**src/rtl/fc_layer_core_if.sv**
```systemverilog
// Operand/result bus and start/done handshake between the layer controller and fc_layer_core.
interface fc_layer_core_if #(
    parameter int INPUT_SIZE  = 4,
    parameter int OUTPUT_SIZE = 2,
    parameter int DATA_WIDTH  = 16
);
    logic                                     start;
    logic                                     done;
    logic [INPUT_SIZE*DATA_WIDTH-1:0]         input_data_flat;
    logic [OUTPUT_SIZE*INPUT_SIZE*DATA_WIDTH-1:0] weights_flat;
    logic [OUTPUT_SIZE*DATA_WIDTH-1:0]        bias_flat;
    logic [OUTPUT_SIZE*DATA_WIDTH-1:0]        output_data_flat;

    modport master (
        output start, input_data_flat, weights_flat, bias_flat,
        input  done, output_data_flat
    );

    modport slave (
        input  start, input_data_flat, weights_flat, bias_flat,
        output done, output_data_flat
    );
endinterface

```
**src/rtl/fc_layer_core.sv**
```systemverilog
// Sequential dense layer y[o] = sat(sum_i x[i]*W[o][i] + b[o]), one MAC per clock.
// Define FC_LAYER_RELU_EN to clamp negative outputs to zero after saturation.
module fc_layer_core #(
    parameter int INPUT_SIZE  = 4,
    parameter int OUTPUT_SIZE = 2,
    parameter int DATA_WIDTH  = 16
) (
    input  logic           clk,
    input  logic           reset,
    fc_layer_core_if.slave bus
);
    localparam int DW = DATA_WIDTH;
    localparam int PW = 2 * DW;
    localparam int NW = OUTPUT_SIZE * INPUT_SIZE;
    localparam int AW = PW + $clog2(INPUT_SIZE) + 1;
    localparam int IW = (INPUT_SIZE  > 1) ? $clog2(INPUT_SIZE)  : 1;
    localparam int OW = (OUTPUT_SIZE > 1) ? $clog2(OUTPUT_SIZE) : 1;
    localparam int WW = (NW > 1) ? $clog2(NW) : 1;
    localparam logic [IW-1:0] I_LAST = IW'(INPUT_SIZE - 1);
    localparam logic [OW-1:0] O_LAST = OW'(OUTPUT_SIZE - 1);
    localparam logic signed [AW-1:0] SAT_MAX = {{(AW-DW+1){1'b0}}, {(DW-1){1'b1}}};
    localparam logic signed [AW-1:0] SAT_MIN = ~SAT_MAX;

    typedef enum logic [1:0] {S_IDLE, S_MAC, S_BIAS, S_DONE} state_t;

    state_t state, state_n;
    logic   load, mac_en, bias_en;

    logic signed [DW-1:0] x_r [INPUT_SIZE];
    logic signed [DW-1:0] w_r [NW];
    logic signed [DW-1:0] b_r [OUTPUT_SIZE];
    logic signed [DW-1:0] y_r [OUTPUT_SIZE];
    logic [IW-1:0]        i_cnt;
    logic [OW-1:0]        o_cnt;
    logic [WW-1:0]        w_idx;
    logic                 done_r;

    logic signed [PW-1:0] prod_p0;
    logic signed [AW-1:0] prod_ext_p0, bias_ext_p0, biased_p0;
    logic signed [AW-1:0] acc_p1;

    function automatic logic signed [DW-1:0] sat(input logic signed [AW-1:0] v);
        if (v > SAT_MAX) return SAT_MAX[DW-1:0];
        if (v < SAT_MIN) return SAT_MIN[DW-1:0];
        return v[DW-1:0];
    endfunction

    function automatic logic signed [DW-1:0] activate(input logic signed [DW-1:0] v);
`ifdef FC_LAYER_RELU_EN
        return v[DW-1] ? '0 : v;
`else
        return v;
`endif
    endfunction

    // Stage p0: product of the current operand pair and the biased accumulator.
    always_comb begin
        prod_p0     = PW'(x_r[i_cnt]) * PW'(w_r[w_idx]);
        prod_ext_p0 = AW'(prod_p0);
        bias_ext_p0 = AW'(b_r[o_cnt]);
        biased_p0   = acc_p1 + bias_ext_p0;
    end

    always_ff @(posedge clk or posedge reset) begin
        if (reset) state <= S_IDLE;
        else       state <= state_n;
    end

    always_comb begin
        state_n = state;
        load    = 1'b0;
        mac_en  = 1'b0;
        bias_en = 1'b0;
        case (state)
            S_IDLE: if (bus.start) begin
                load    = 1'b1;
                state_n = S_MAC;
            end
            S_MAC: begin
                mac_en = 1'b1;
                if (i_cnt == I_LAST) state_n = S_BIAS;
            end
            S_BIAS: begin
                bias_en = 1'b1;
                state_n = (o_cnt == O_LAST) ? S_DONE : S_MAC;
            end
            S_DONE:  state_n = S_IDLE;
            default: state_n = S_IDLE;
        endcase
    end

    // Stage p1: operand capture, accumulation and per-neuron write-back.
    always_ff @(posedge clk or posedge reset) begin
        if (reset) begin
            for (int k = 0; k < INPUT_SIZE;  k++) x_r[k] <= '0;
            for (int k = 0; k < NW;          k++) w_r[k] <= '0;
            for (int k = 0; k < OUTPUT_SIZE; k++) b_r[k] <= '0;
            for (int k = 0; k < OUTPUT_SIZE; k++) y_r[k] <= '0;
            acc_p1 <= '0;
            i_cnt  <= '0;
            o_cnt  <= '0;
            w_idx  <= '0;
            done_r <= 1'b0;
        end else begin
            done_r <= (state == S_DONE);
            if (load) begin
                for (int k = 0; k < INPUT_SIZE;  k++) x_r[k] <= bus.input_data_flat[k*DW +: DW];
                for (int k = 0; k < NW;          k++) w_r[k] <= bus.weights_flat[k*DW +: DW];
                for (int k = 0; k < OUTPUT_SIZE; k++) b_r[k] <= bus.bias_flat[k*DW +: DW];
                acc_p1 <= '0;
                i_cnt  <= '0;
                o_cnt  <= '0;
                w_idx  <= '0;
            end
            if (mac_en) begin
                acc_p1 <= acc_p1 + prod_ext_p0;
                i_cnt  <= i_cnt + IW'(1);
                w_idx  <= w_idx + WW'(1);
            end
            if (bias_en) begin
                y_r[o_cnt] <= activate(sat(biased_p0));
                acc_p1     <= '0;
                i_cnt      <= '0;
                if (o_cnt != O_LAST) o_cnt <= o_cnt + OW'(1);
            end
        end
    end

    for (genvar g = 0; g < OUTPUT_SIZE; g++) begin : g_out
        assign bus.output_data_flat[g*DW +: DW] = y_r[g];
    end
    assign bus.done = done_r;
endmodule

```
**src/flat_wrapper.sv**
```systemverilog
// flat-port wrapper written by rule: the top's interface ports become plain ports
module fc_layer_core_flat 
#(
    parameter int INPUT_SIZE  = 4,
    parameter int OUTPUT_SIZE = 2,
    parameter int DATA_WIDTH  = 16
)
  (clk, reset, bus_start, bus_input_data_flat, bus_weights_flat, bus_bias_flat, bus_done, bus_output_data_flat);
  fc_layer_core_if #(.INPUT_SIZE(INPUT_SIZE), .OUTPUT_SIZE(OUTPUT_SIZE), .DATA_WIDTH(DATA_WIDTH)) bus_i ();
  input  logic clk;
  input  logic reset;
  input wire logic [$bits(bus_i.start)-1:0] bus_start;
  input wire logic [$bits(bus_i.input_data_flat)-1:0] bus_input_data_flat;
  input wire logic [$bits(bus_i.weights_flat)-1:0] bus_weights_flat;
  input wire logic [$bits(bus_i.bias_flat)-1:0] bus_bias_flat;
  output wire logic [$bits(bus_i.done)-1:0] bus_done;
  output wire logic [$bits(bus_i.output_data_flat)-1:0] bus_output_data_flat;
  assign bus_i.start = bus_start;
  assign bus_i.input_data_flat = bus_input_data_flat;
  assign bus_i.weights_flat = bus_weights_flat;
  assign bus_i.bias_flat = bus_bias_flat;
  assign bus_done = bus_i.done;
  assign bus_output_data_flat = bus_i.output_data_flat;
  fc_layer_core #(.INPUT_SIZE(INPUT_SIZE), .OUTPUT_SIZE(OUTPUT_SIZE), .DATA_WIDTH(DATA_WIDTH)) u_core (.clk(clk), .reset(reset), .bus(bus_i));
endmodule
```
**config.mk**
```make
export PLATFORM = sky130hd
export DESIGN_NAME = fc_layer_core_flat
export DESIGN_NICKNAME = d
export VERILOG_FILES = /design/src/rtl/fc_layer_core_if.sv /design/src/rtl/fc_layer_core.sv /design/src/flat_wrapper.sv
export SDC_FILE = /design/constraint.sdc
export NUM_CORES = 2
export LEC_CHECK = 0
export CAP_MARGIN = 20
export CORE_ASPECT_RATIO = 2
export CORE_MARGIN = 4
export CORE_UTILIZATION = 40
export DETAILED_ROUTE_END_ITERATION = 8
export PLACE_DENSITY = 0.61
export SETUP_SLACK_MARGIN = 0.15
export SLEW_MARGIN = 10
export SYNTH_ARGS = -nofsm -noshare
export SYNTH_HDL_FRONTEND = slang
export SYNTH_SLANG_ARGS = --single-unit
```
**constraint.sdc**
```tcl
create_clock -name clk -period 20.5 [get_ports clk]
set_input_delay 4.1 -clock clk [delete_from_list [all_inputs] [get_ports clk]]
set_output_delay 4.1 -clock clk [all_outputs]
set_load 0.05 [all_outputs]
```
* Word-level counts from Yosys, hierarchy flattened
Cells that the tools add are included.
** Cells by class
- Bitwise gates (word level) :: 3
- Reductions and logical operators :: 5
- $add $sub $neg :: 5
- Magnitude comparators :: 6
- Equality and inequality tests :: 6
- $mul :: 1
- Multiplexer cells :: 41
** Operators by type and width (number)
- 16-bit 2-to-1 mux :: 13
- 35-bit 2-to-1 mux :: 3
- 16-bit binary-select mux with 3-bit select :: 1
- 35-bit by 16-bit adder with 35-bit output :: 1
- 35-bit by 32-bit adder with 35-bit output :: 1
- 35-bit by 16-bit greater-than comparator with 1-bit output (second input constant) :: 1
- 35-bit by 16-bit less-than comparator with 1-bit output (second input constant) :: 1
- 16-bit binary-select mux with 2-bit select :: 1
- 32-bit bitwise mux :: 1
- 16-bit by 16-bit multiplier with 32-bit output :: 1
- 16-bit demux with 1-bit select :: 1
- 1-bit 2-to-1 mux :: 12
- 2-bit 2-to-1 mux :: 6
- 2-bit one-hot mux with 4 select lines :: 1
- 2-bit == test (second input constant) :: 3
- 3-bit 2-to-1 mux :: 2
- 4-bit greater-or-equal comparator (second input constant) :: 1
- 3-bit inverter with 4-bit output :: 1
- 3-bit by 1-bit adder with 3-bit output (second input constant) :: 1
- 3-bit greater-or-equal comparator (second input constant) :: 1
- 2-bit inverter with 3-bit output :: 1
- 3-bit nonzero test :: 1
- 2-bit by 1-bit adder with 2-bit output (second input constant) :: 1
- 2-bit by 1-bit == test with 1-bit output (second input constant) :: 1
- 10 further kinds :: 10
** Storage, ports and cells
- Register bits :: 300
- Output and inout port bits :: 33
- Logic and storage cells :: 89
- Bits of input ports :: 227

* Longest topological paths before layout
- Word-level depth :: 14
- Gate-level depth with buffers :: 30
- Mapped depth without buffers :: 28

* Worst setup path before layout
Ideal clock, no wire load.
- Kind :: flip-flop to flip-flop
- Start point :: register u_core.w_idx[0]
- End point :: register u_core.acc_p1[33]
- Stages on the path, launching flop included :: 28
- Setup slack :: 12.550 ns
- Path buffers :: 3
- Arrival time :: 7.829 ns
- Library setup time :: 0.121 ns
- Data required time :: 20.379 ns
- Clock period less this slack :: 7.950 ns
- Path through :: dfrtp_1 -> clkbuf_1 -> buf_1 -> mux4_2 -> mux2i_1 -> clkbuf_1 -> nor2_1 -> fa_1 -> fa_1 -> inv_1 -> fa_1 -> inv_1 -> fa_1 -> fa_1 -> inv_1 -> fa_1 -> inv_1 -> ha_1 -> a21o_1 -> a21o_1 -> a21o_1 -> a41oi_1 -> a21oi_1 -> a311o_1 -> a221oi_1 -> a211oi_1 -> xor2_1 -> a22o_1
** Between the ends
- Word-level cells in the longest chain between the ends :: 8
** Ends and longest elaborated chain
- start, declared :: line fc_layer_core.sv:35 : logic [WW-1:0] w_idx;
- start signal, assigned :: line fc_layer_core.sv:118 : w_idx <= w_idx + WW'(1);
- 3-bit inverter with 4-bit output (implied by the code) :: line fc_layer_core.sv:58 : prod_p0 = PW'(x_r[i_cnt]) * PW'(w_r[w_idx]);
- 16-bit binary-select mux with 3-bit select :: line fc_layer_core.sv:58
- 16-bit 2-to-1 mux (implied by the code) (2 in series) :: line fc_layer_core.sv:58
- 16-bit by 16-bit multiplier with 32-bit output :: line fc_layer_core.sv:58
- 35-bit by 32-bit adder with 35-bit output :: line fc_layer_core.sv:116 : acc_p1 <= acc_p1 + prod_ext_p0;
- 35-bit 2-to-1 mux :: line fc_layer_core.sv:115 : if (mac_en) begin
- 35-bit 2-to-1 mux :: line fc_layer_core.sv:120 : if (bias_en) begin
- end signal, assigned :: line fc_layer_core.sv:116
- end, declared :: line fc_layer_core.sv:40 : logic signed [AW-1:0] acc_p1;
No other way between the ends. The select of a mux whose other input is x is not followed.
A chain may end at the register's enable or synchronous reset.

* Worst setup path in the final report
Ends and elaborated chain as after synthesis.

==> flow_summary.json <==
{
  "tightest_slew_ns": 1.11,
  "dieWidth_um": 189,
  "synth_top_area_frac": 0.286,
  "grt_pass1_vias": 20411,
  "area_delta_synth_final_pct": 17.4,
  "synth_seq_area_share": 0.286,
  "reg2regPathDepth": 23,
  "timing_worst_setup_path_type": "reg2reg",
  "worstReg2RegEnd": "u_core.acc_p1[33]",
  "clk_latency_ns": 0.61,
  "r2r_setup_slack_ns": 12.00,
  "place_congestion": 0.938,
  "holdCritPathClass": "reg2reg",
  "fill_cells": 5977,
  "syn_inst": 2377,
  "antenna_cells": 0,
  "ys_seq_elements": 300,
  "htreeDepth": 1,
  "synth_fa_ha_area_frac": 0.307,
  "wl_um": 68100,
  "timing.final.crit_share": 0.415,
  "multiInputGateArea_mm2": 0.0169,
  "globalRouteOverflowTotal": 0,
  "r2r-start": "u_core.w_idx[0]",
  "min_path_cells": 2,
  "layout-drive-gt1-share": 0.156,
  "yosys.area.top_type": "dfrtp_1",
  "synth_edf_count": 0,
  "grt_start_max_net_pins": 93,
  "cts.path.max_buffers": 3,
  "core_area_mm2": 0.0649,
  "syn-num-nets": 3060,
  "grt_pass1_wl_um": 109000,
  "maxSlewHeadroom": 0.255,
  "via_per_inst": 5.15,
  "synth-xor-area-share": 0.0221,
  "ctsHoldBuffers": 0,
  "regArea_mm2": 0.00751,
  "yosysUniqueCellTypes": 69,
  "synthFlopType": "dfrtp_1",
  "startpoint_type": "flip-flop",
  "placed_area_mm2": 0.0297,
  "min_from": "u_core.bus.output_data_flat[15]",
  "start_util": 0.404,
  "fmax_mhz": 118,
  "post-route-min-period_ns": 8.50,
  "fin_setup_tns_ns": 0,
  "dp_slack_ns": 12.07,
  "std_cell_rows": 132,
  "rsz0062_at_grt": "false",
  "required_ns": 20.97,
  "root_buffer": "clkbuf_16",
  "cts_tree": "yes",
  "layout_setup_ws_ns": 12.00,
  "clkTransAtPathRegs_ns": 0.07,
  "dieArea_mm2": 0.0699,
  "synth.area.top_cells": "dfrtp_1, fa_1, mux2_2, ha_1, inv_1",
  "setup_viol": 0,
  "synth_top_family_by_area": "adder cells",
  "first_iter_violations": 547,
  "wl_per_cell_um": 19.5,
  "drc": 0,
  "io_pins": 260,
  "yosysWarnings": 0,
  "hpwl_um": 56200,
  "cts.sinks": 300,
  "fin_hold_ws_ns": 0.498,
  "syn_area_per_cell_um2": 11.0,
  "cts_buffers": 29,
  "synthSimpleGateAreaFrac": 0.0856,
  "stdcell_area_mm2": 0.0308,
  "synth-compound-area-share": 0.0780,
  "portBuffers": 259,
  "crit_path_end_kind": "flip-flop",
  "min_to": "u_core.bus.output_data_flat[15]",
  "cap_viol_max_count": 0,
  "skew_ns": 0.0320,
  "dr.pass1.iters": 5,
  "grt_usage": 0.196,
  "cts_repair_resize_count": 0,
  "ant_nets": 0,
  "critPathMaxFanout": 35,
  "status": "completed",
  "post-cts-setup-buffers": 0,
  "die_h_um": 370,
  "syn-cell-area_mm2": 0.0262,
  "grt_antenna_before_repair": 0,
  "async_flop_share": 1.00,
  "vias": 18016,
  "crit_arrival_ns": 8.97,
  "finalHoldViolations": 0,
  "nNetsFinal": 3286,
  "slew_violations": 0,
  "synth.area.mux_share": 0.153
}
==> kinds of logic (layout without fill, tap and decap cells) <==
logic type / count (synthesis) / count (layout)
fa+ha+maj: 456 / 456
xor+xnor: 66 / 66
buf+inv: 468 / 716
mux: 322 / 322
simple gates: 486 / 486
flops: 300 / 300
compound gates: 279 / 279
==> worst max-delay path, stage by stage (launching register included) <==
cell      delay [ns]
dfrtp_2         0.34
buf_4           0.53
mux4_2          0.61
mux2i_1         0.67
nor2_1          0.15
fa_1            0.49
fa_1            0.50
ha_1            0.21
fa_1            0.48
fa_1            0.55
inv_1           0.05
fa_1            0.48
inv_1           0.05
ha_1            0.25
or4_1           0.54
a21oi_1         0.18
nor3_1          0.13
o31ai_1         0.48
a21oi_1         0.29
a311o_1         0.43
a221oi_1        0.39
a211oi_1        0.15
xor2_1          0.16
a22o_1          0.20
==> how the worst max path moves through the flow <==
stage                    startpoint           endpoint  slack (ns)  cells after the start
CTS                 u_core.w_idx[0]  u_core.acc_p1[33]       12.01                     23
detailed placement  u_core.w_idx[0]  u_core.acc_p1[33]       12.07                     23
floorplan                     reset   u_core.acc_p1[0]        8.11                      1
finish              u_core.w_idx[0]  u_core.acc_p1[33]       12.00                     23
global route        u_core.w_idx[0]  u_core.acc_p1[34]       11.52                     23
global placement    u_core.w_idx[0]  u_core.acc_p1[33]       12.22                     23
==> placed cells by master (no fill, tap or decap), types with 29 or more instances in the layout <==
master / instances
mux2_2: 259
clkdlybuf4s50_1: 259
mux4_2: 37
a21o_1: 35
xnor2_1: 40
nor2b_1: 46
inv_1: 376
dfrtp_1: 299
clkbuf_16: 29
o21ai_0: 34
ha_1: 145
nand2_1: 162
a21oi_1: 44
nor2_1: 162
fa_1: 311
a22o_1: 34
==> stage by stage <==
| stage | instances | util |
|---|---|---|
| final | 3496 | 0.474 |
| after detailed placement | 3441 | 0.458 |
| after global routing | 3496 | 0.474 |
| after global placement | 3441 | 0.458 |
| after floorplan | 2377 | - |
| after CTS | 3494 | 0.474 |
==> metal layers <==
layer	track usage	wire, um	vias to the layer above
li1	-	-	8279
met1	0.211	24500	9129
met2	0.378	37500	464
met3	0.0244	2660	144
met4	0.0850	3440	0
met5	0	0	-
==> layout make-up <==
cell class	count	area share
multi-input combinational	1609	0.551
tap	871	0.0354
clock buffer	38	0.0263
inverter	377	0.0462
clock inverter	15	0.00589
sequential	300	0.244
timing repair buffer	286	0.0917
==> flip-flops by register name, summed over array words and instances (netlist names) <==
| register | flops |
|---|---|
| u_core.w_r | 128 |
| u_core.o_cnt | 1 |
| u_core.w_idx | 3 |
| u_core.b_r | 32 |
| u_core.acc_p1 | 35 |
| u_core.bus.output_data_flat | 32 |
| u_core.state | 2 |
| u_core.i_cnt | 2 |
| u_core.x_r | 64 |
| u_core.bus.done | 1 |
==> cell usage after synthesis, types with 34 or more instances <==
cell type,count
fa_1,311
a21o_1,35
mux2_2,259
dfrtp_1,300
inv_1,377
a21oi_1,45
mux4_2,37
ha_1,145
nor2_1,162
nand2_1,163
xnor2_1,40
clkbuf_1,74
a22o_1,34
nor2b_1,47
o21ai_0,37
Power is not shown: default switching activity piles up to over one toggle a cycle in this logic, so the estimate is an artifact.
==> RTL edit 1 (same settings) <==
Build with the macro `FC_LAYER_RELU_EN` defined.
--- a/src/rtl/fc_layer_core.sv
+++ b/src/rtl/fc_layer_core.sv
@@ -1,5 +1,7 @@
 // Sequential dense layer y[o] = sat(sum_i x[i]*W[o][i] + b[o]), one MAC per clock.
 // Define FC_LAYER_RELU_EN to clamp negative outputs to zero after saturation.
+`define FC_LAYER_RELU_EN
+
 module fc_layer_core #(
     parameter int INPUT_SIZE  = 4,
     parameter int OUTPUT_SIZE = 2,
Formal check against the unedited RTL: no difference found for any inputs over 4 cycles, from zero or initial values and one cycle with reset high; that may be too few to reach the edited logic, so the function may still have changed.
==> RTL edit 1 against the unedited design <==
Synthesized area down 0.46%; wire length hardly changed; final cell count grew 0.37%; setup slack lost 180 ps; fmax down 2.1%; clock skew fell by 3.5 ps; sequential cell count fell by 2; non-clock buffer count down 2; first-iteration DRC count is 18% higher; cell area down 0.53%.
Power is left out: the tool's default activity adds up to more than one toggle a clock period on the data nets, which glitch-free logic cannot reach.
==> RTL edit 1: results <==
outcome:
  run_status: "complete, no violations"
setup_path:
  cp_top_family: "adder cells"
  cp_slowest_cell: "mux2i_1"
  max_stage_delay_ps: 850
  cp.arrival_ps: 9150
route:
  drt_first_pass_iters: 5
  via_per_inst: 5.197
  ant_nets: 0
  wl_per_cell_um: 19.42
  m1WireLength_mm: 24.43
  met3RoutedLength_mm: 2.881
  drt_iter0_markers: 643
  dr_wl_met2_mm: 37.37
finish:
  postLayoutCoreUtil: 0.4729
  inverters: 376
  nFillCells: 6071
  seq_share: 0.2437
  antenna_cells: 0
  nNonClkBuffers: 284
  final-clk-cell-share: 0.03167
  drive_gt1_frac: 0.1501
  final-nonclk-buf-share: 0.09143
  fin_nets: 3301
  multi_input_area_um2: 16880
  final_cells: 3509
  nMultiInputCombCells: 1630
  nClkBuffers: 37
yosys:
  synthArstFlopShare: 1.000
  synthCells: 2398
  ys_top_cells_by_count: "inv_1, fa_1, dfrtp_1"
  ys_seq_elements: 298
  synth-seq-area-share: 0.2858
  synth_cell_types: 80
  ys_warn_count: 0
  netlist_top_cells_area: "dfrtp_1, fa_1, mux2_2, ha_1, inv_1"
global_route:
  grt_pass1_wl_mm: 111.1
  antenna_found_initial: 0
  gr-usage-met3: 0.02218
  grt_use_total: 0.1988
  grt_max_degree: 86
  grt_pass1_vias: 20690
  gr-usage-met1: 0.2170
  use_met2: 0.3823
clock_network:
  cts_resized: 0
  numCtsBuffers: 28
  cts_max_level: 1
  clk_pin_slew_worst_paths_ps: 70
  clk_path_buf_depth: 3
  post_cts_buffers: 0
placement:
  io_buffer_count: 257
  finalWeightedCongestion: 1.011
  post-dp-hpwl_mm: 56.44
  dp_slack_ps: 11970
  place_area_um2: 29620
timing:
  tightest_slew_ps: 1074
  fin_worst_skew_ps: 28.56
RTL edit 1: cell count changes in the layout (fill, tap and decap cells not counted), sizes merged, moves of 10 or more:
cell | before | now
nand2 | 163 | 212
a311oi | 14 | 1
o21a | 19 | 29
a22o | 34 | 9
o21ai | 49 | 69
nor2 | 162 | 129
nand3 | 14 | 26
o211ai | 1 | 12
a21oi | 45 | 61
o311ai | 0 | 13
a21o | 35 | 15
RTL edit 1: cells by family (layout without fill, tap and decap cells):
family	count (synthesis)	in the layout	share of synthesized area
fa+ha+maj	456	456	0.3082
other cells	1	2	0.0001437
mux	322	322	0.1538
xor+xnor	57	57	0.01942
compound gates	284	284	0.07496
flops	298	298	0.2858
simple gates	509	509	0.08930
buf+inv	471	710	0.06839
RTL edit 1: path summary, 6_finish.rpt:
check	start	end	slack, ps	cells past startpoint
min in group asynchronous	reset	u_core.x_r[4]	4000	2
max in group asynchronous	reset	u_core.w_r[106]	14330	4
hold / removal	u_core.bus.output_data_flat[16]	u_core.bus.output_data_flat[16]	490	2
setup reg to reg	u_core.w_idx[0]	u_core.acc_p1[33]	11810	25
hold reg to reg	u_core.bus.output_data_flat[16]	u_core.bus.output_data_flat[16]	490	2
setup / recovery	u_core.w_idx[0]	u_core.acc_p1[33]	11810	25
RTL edit 1: worst reg2reg max path, cell delays in order (launching register included):
cell	delay, ps
dfrtp_2	340
buf_4	510
mux4_2	610
mux2i_1	850
nor2_1	190
fa_1	570
inv_1	50
fa_1	500
fa_1	520
inv_1	60
fa_1	500
fa_1	500
inv_1	50
fa_1	470
inv_1	40
ha_1	300
o21ai_0	130
nand2b_1	170
nand2_1	120
nor4_1	780
o21ai_0	330
and3b_1	300
o21ai_0	210
a21oi_1	110
mux2i_1	130
a211o_1	270
==> RTL edit 2 (same settings) <==
Made on the original files. Make the reset (`reset`) synchronous in 2 clocked blocks.
--- a/src/rtl/fc_layer_core.sv
+++ b/src/rtl/fc_layer_core.sv
@@ -61,7 +61,7 @@
         biased_p0   = acc_p1 + bias_ext_p0;
     end
 
-    always_ff @(posedge clk or posedge reset) begin
+    always_ff @(posedge clk) begin
         if (reset) state <= S_IDLE;
         else       state <= state_n;
     end
@@ -90,7 +90,7 @@
     end
 
     // Stage p1: operand capture, accumulation and per-neuron write-back.
-    always_ff @(posedge clk or posedge reset) begin
+    always_ff @(posedge clk) begin
         if (reset) begin
             for (int k = 0; k < INPUT_SIZE;  k++) x_r[k] <= '0;
             for (int k = 0; k < NW;          k++) w_r[k] <= '0;
Behaviour: same outputs for any inputs over 4 cycles, from zero or initial values and one cycle with reset high; that may be too few to reach the edited logic, so the function may still have changed.
==> RTL edit 2 against the unedited design <==
Worst hold slack improved by 11 ps; synthesized cell count increased by 1.3%; wire length decreased by 3.3%; critical path type unchanged; setup slack got worse by 86 ps; non-clock buffer count increased by 1; cell area decreased by 0.38%; first-iteration DRC count increased by 41%; synthesized area about the same; sequential cell count increased by 5; via count decreased by 1.1%.
Power is left out: it rests on default switching activity, and per cell area and clock period it moved more than threefold.
==> RTL edit 2: results <==
placement:
  finalWeightedCongestion: 0.9573
  dp_slack_ps: 11870
  post-dp-hpwl_mm: 54.68
  place_area_um2: 29730
route:
  wl_mm: 65.87
  met3RoutedLength_mm: 2.840
  drt_first_pass_iters: 6
  drt_iter0_markers: 772
  m1WireLength_mm: 23.41
  dr_wl_met2_mm: 35.40
  via_per_inst: 5.059
  wl_per_cell_um: 18.70
global_route:
  use_met2: 0.3623
  grt_pass1_vias: 20060
  gr-usage-met3: 0.02159
  gr-usage-met1: 0.2044
  grt_use_total: 0.1908
  grt_pass1_wl_mm: 106.3
finish:
  drive_gt1_frac: 0.06599
  nMultiInputCombCells: 1641
  seq_share: 0.2828
  nNonClkBuffers: 287
  multi_input_area_share: 0.5154
  seqCellArea_um2: 8670
  fin_nets: 3309
  inverters: 369
  final-clk-cell-share: 0.02901
  final-nonclk-buf-share: 0.09206
  nClkBuffers: 29
yosys:
  synthAdderAreaFrac: 0.3045
  muxShareOfSynthArea: 0.05683
  synth-edff-count: 256
  netlist_top_cells_area: "edfxtp_1, fa_1, ha_1, inv_1, and2_1"
  ys_top_cells_by_count: "inv_1, fa_1, edfxtp_1"
  synth-seq-area-share: 0.3309
  synth_nets: 3085
  synth-compound-area-share: 0.07713
  synth_cell_types: 80
  syn_avg_cell_area_um2: 10.88
  ys.flop_type: "edfxtp_1"
  synthArstFlopShare: 0
outcome:
  run_status: "complete, no violations"
clock_network:
  numCtsBuffers: 27
  cts_sinks: 305
  clk_latency_ps: 590
setup_path:
  cp_max_fo: 32
  r2r_cells: 26
  cp.arrival_ps: 9060
timing:
  fin_worst_skew_ps: 13.52
  slew-limit-headroom: 0.2699
  holdWs_ps: 508.6
hold_path:
  whs_endpoint: "u_core.acc_p1[13]"
  hp-start: "u_core.acc_p1[13]"
RTL edit 2: changes by cell type after synthesis, sizes merged, moves of 17 or more:
| cell | unedited run | this run |
|---|---|---|
| and2 | 13 | 205 |
| edfxtp | 0 | 256 |
| nor2b | 47 | 77 |
| nor2 | 162 | 179 |
| dfxtp | 0 | 49 |
| mux2 | 259 | 36 |
| a22o | 34 | 8 |
| a22oi | 0 | 25 |
| dfrtp | 300 | 0 |
| a21oi | 45 | 81 |
RTL edit 2: critical path, cell delays in order (launching register included):
cell	delay, ps
dfxtp_2	310
buf_4	490
mux4_2	600
mux2i_1	770
nor2_1	140
fa_1	630
fa_1	550
inv_1	60
fa_1	490
inv_1	50
fa_1	490
fa_1	490
inv_1	50
fa_1	480
inv_1	40
ha_1	350
a21oi_1	140
o21ai_1	100
a2111oi_0	420
nor3_1	140
o41ai_1	520
o2111ai_1	260
a21o_1	230
a21oi_1	250
nor4b_1	90
o31ai_1	250
nand2_1	70
RTL edit 2: logic make-up (layout without fill, tap and decap cells):
logic type | after synthesis | after routing
AND/OR/NAND/NOR | 733 | 733
flip-flops | 305 | 305
adder cells (fa/ha/maj) | 451 | 451
AO/OA/AOI/OAI | 296 | 296
XOR/XNOR | 63 | 63
buffers and inverters | 461 | 706
multiplexers | 98 | 98
RTL edit 2: worst max-delay path by stage:
stage	start	end	slack, ps
4_1_cts	flop	u_core.acc_p1[34]	11870
2_1_floorplan	bus_start	flop	5130
3_3_place_gp	flop	u_core.acc_p1[34]	11980
5_1_grt	flop	u_core.acc_p1[34]	11270
6_report	flop	u_core.acc_p1[34]	11910
3_5_place_dp	flop	u_core.acc_p1[34]	11870
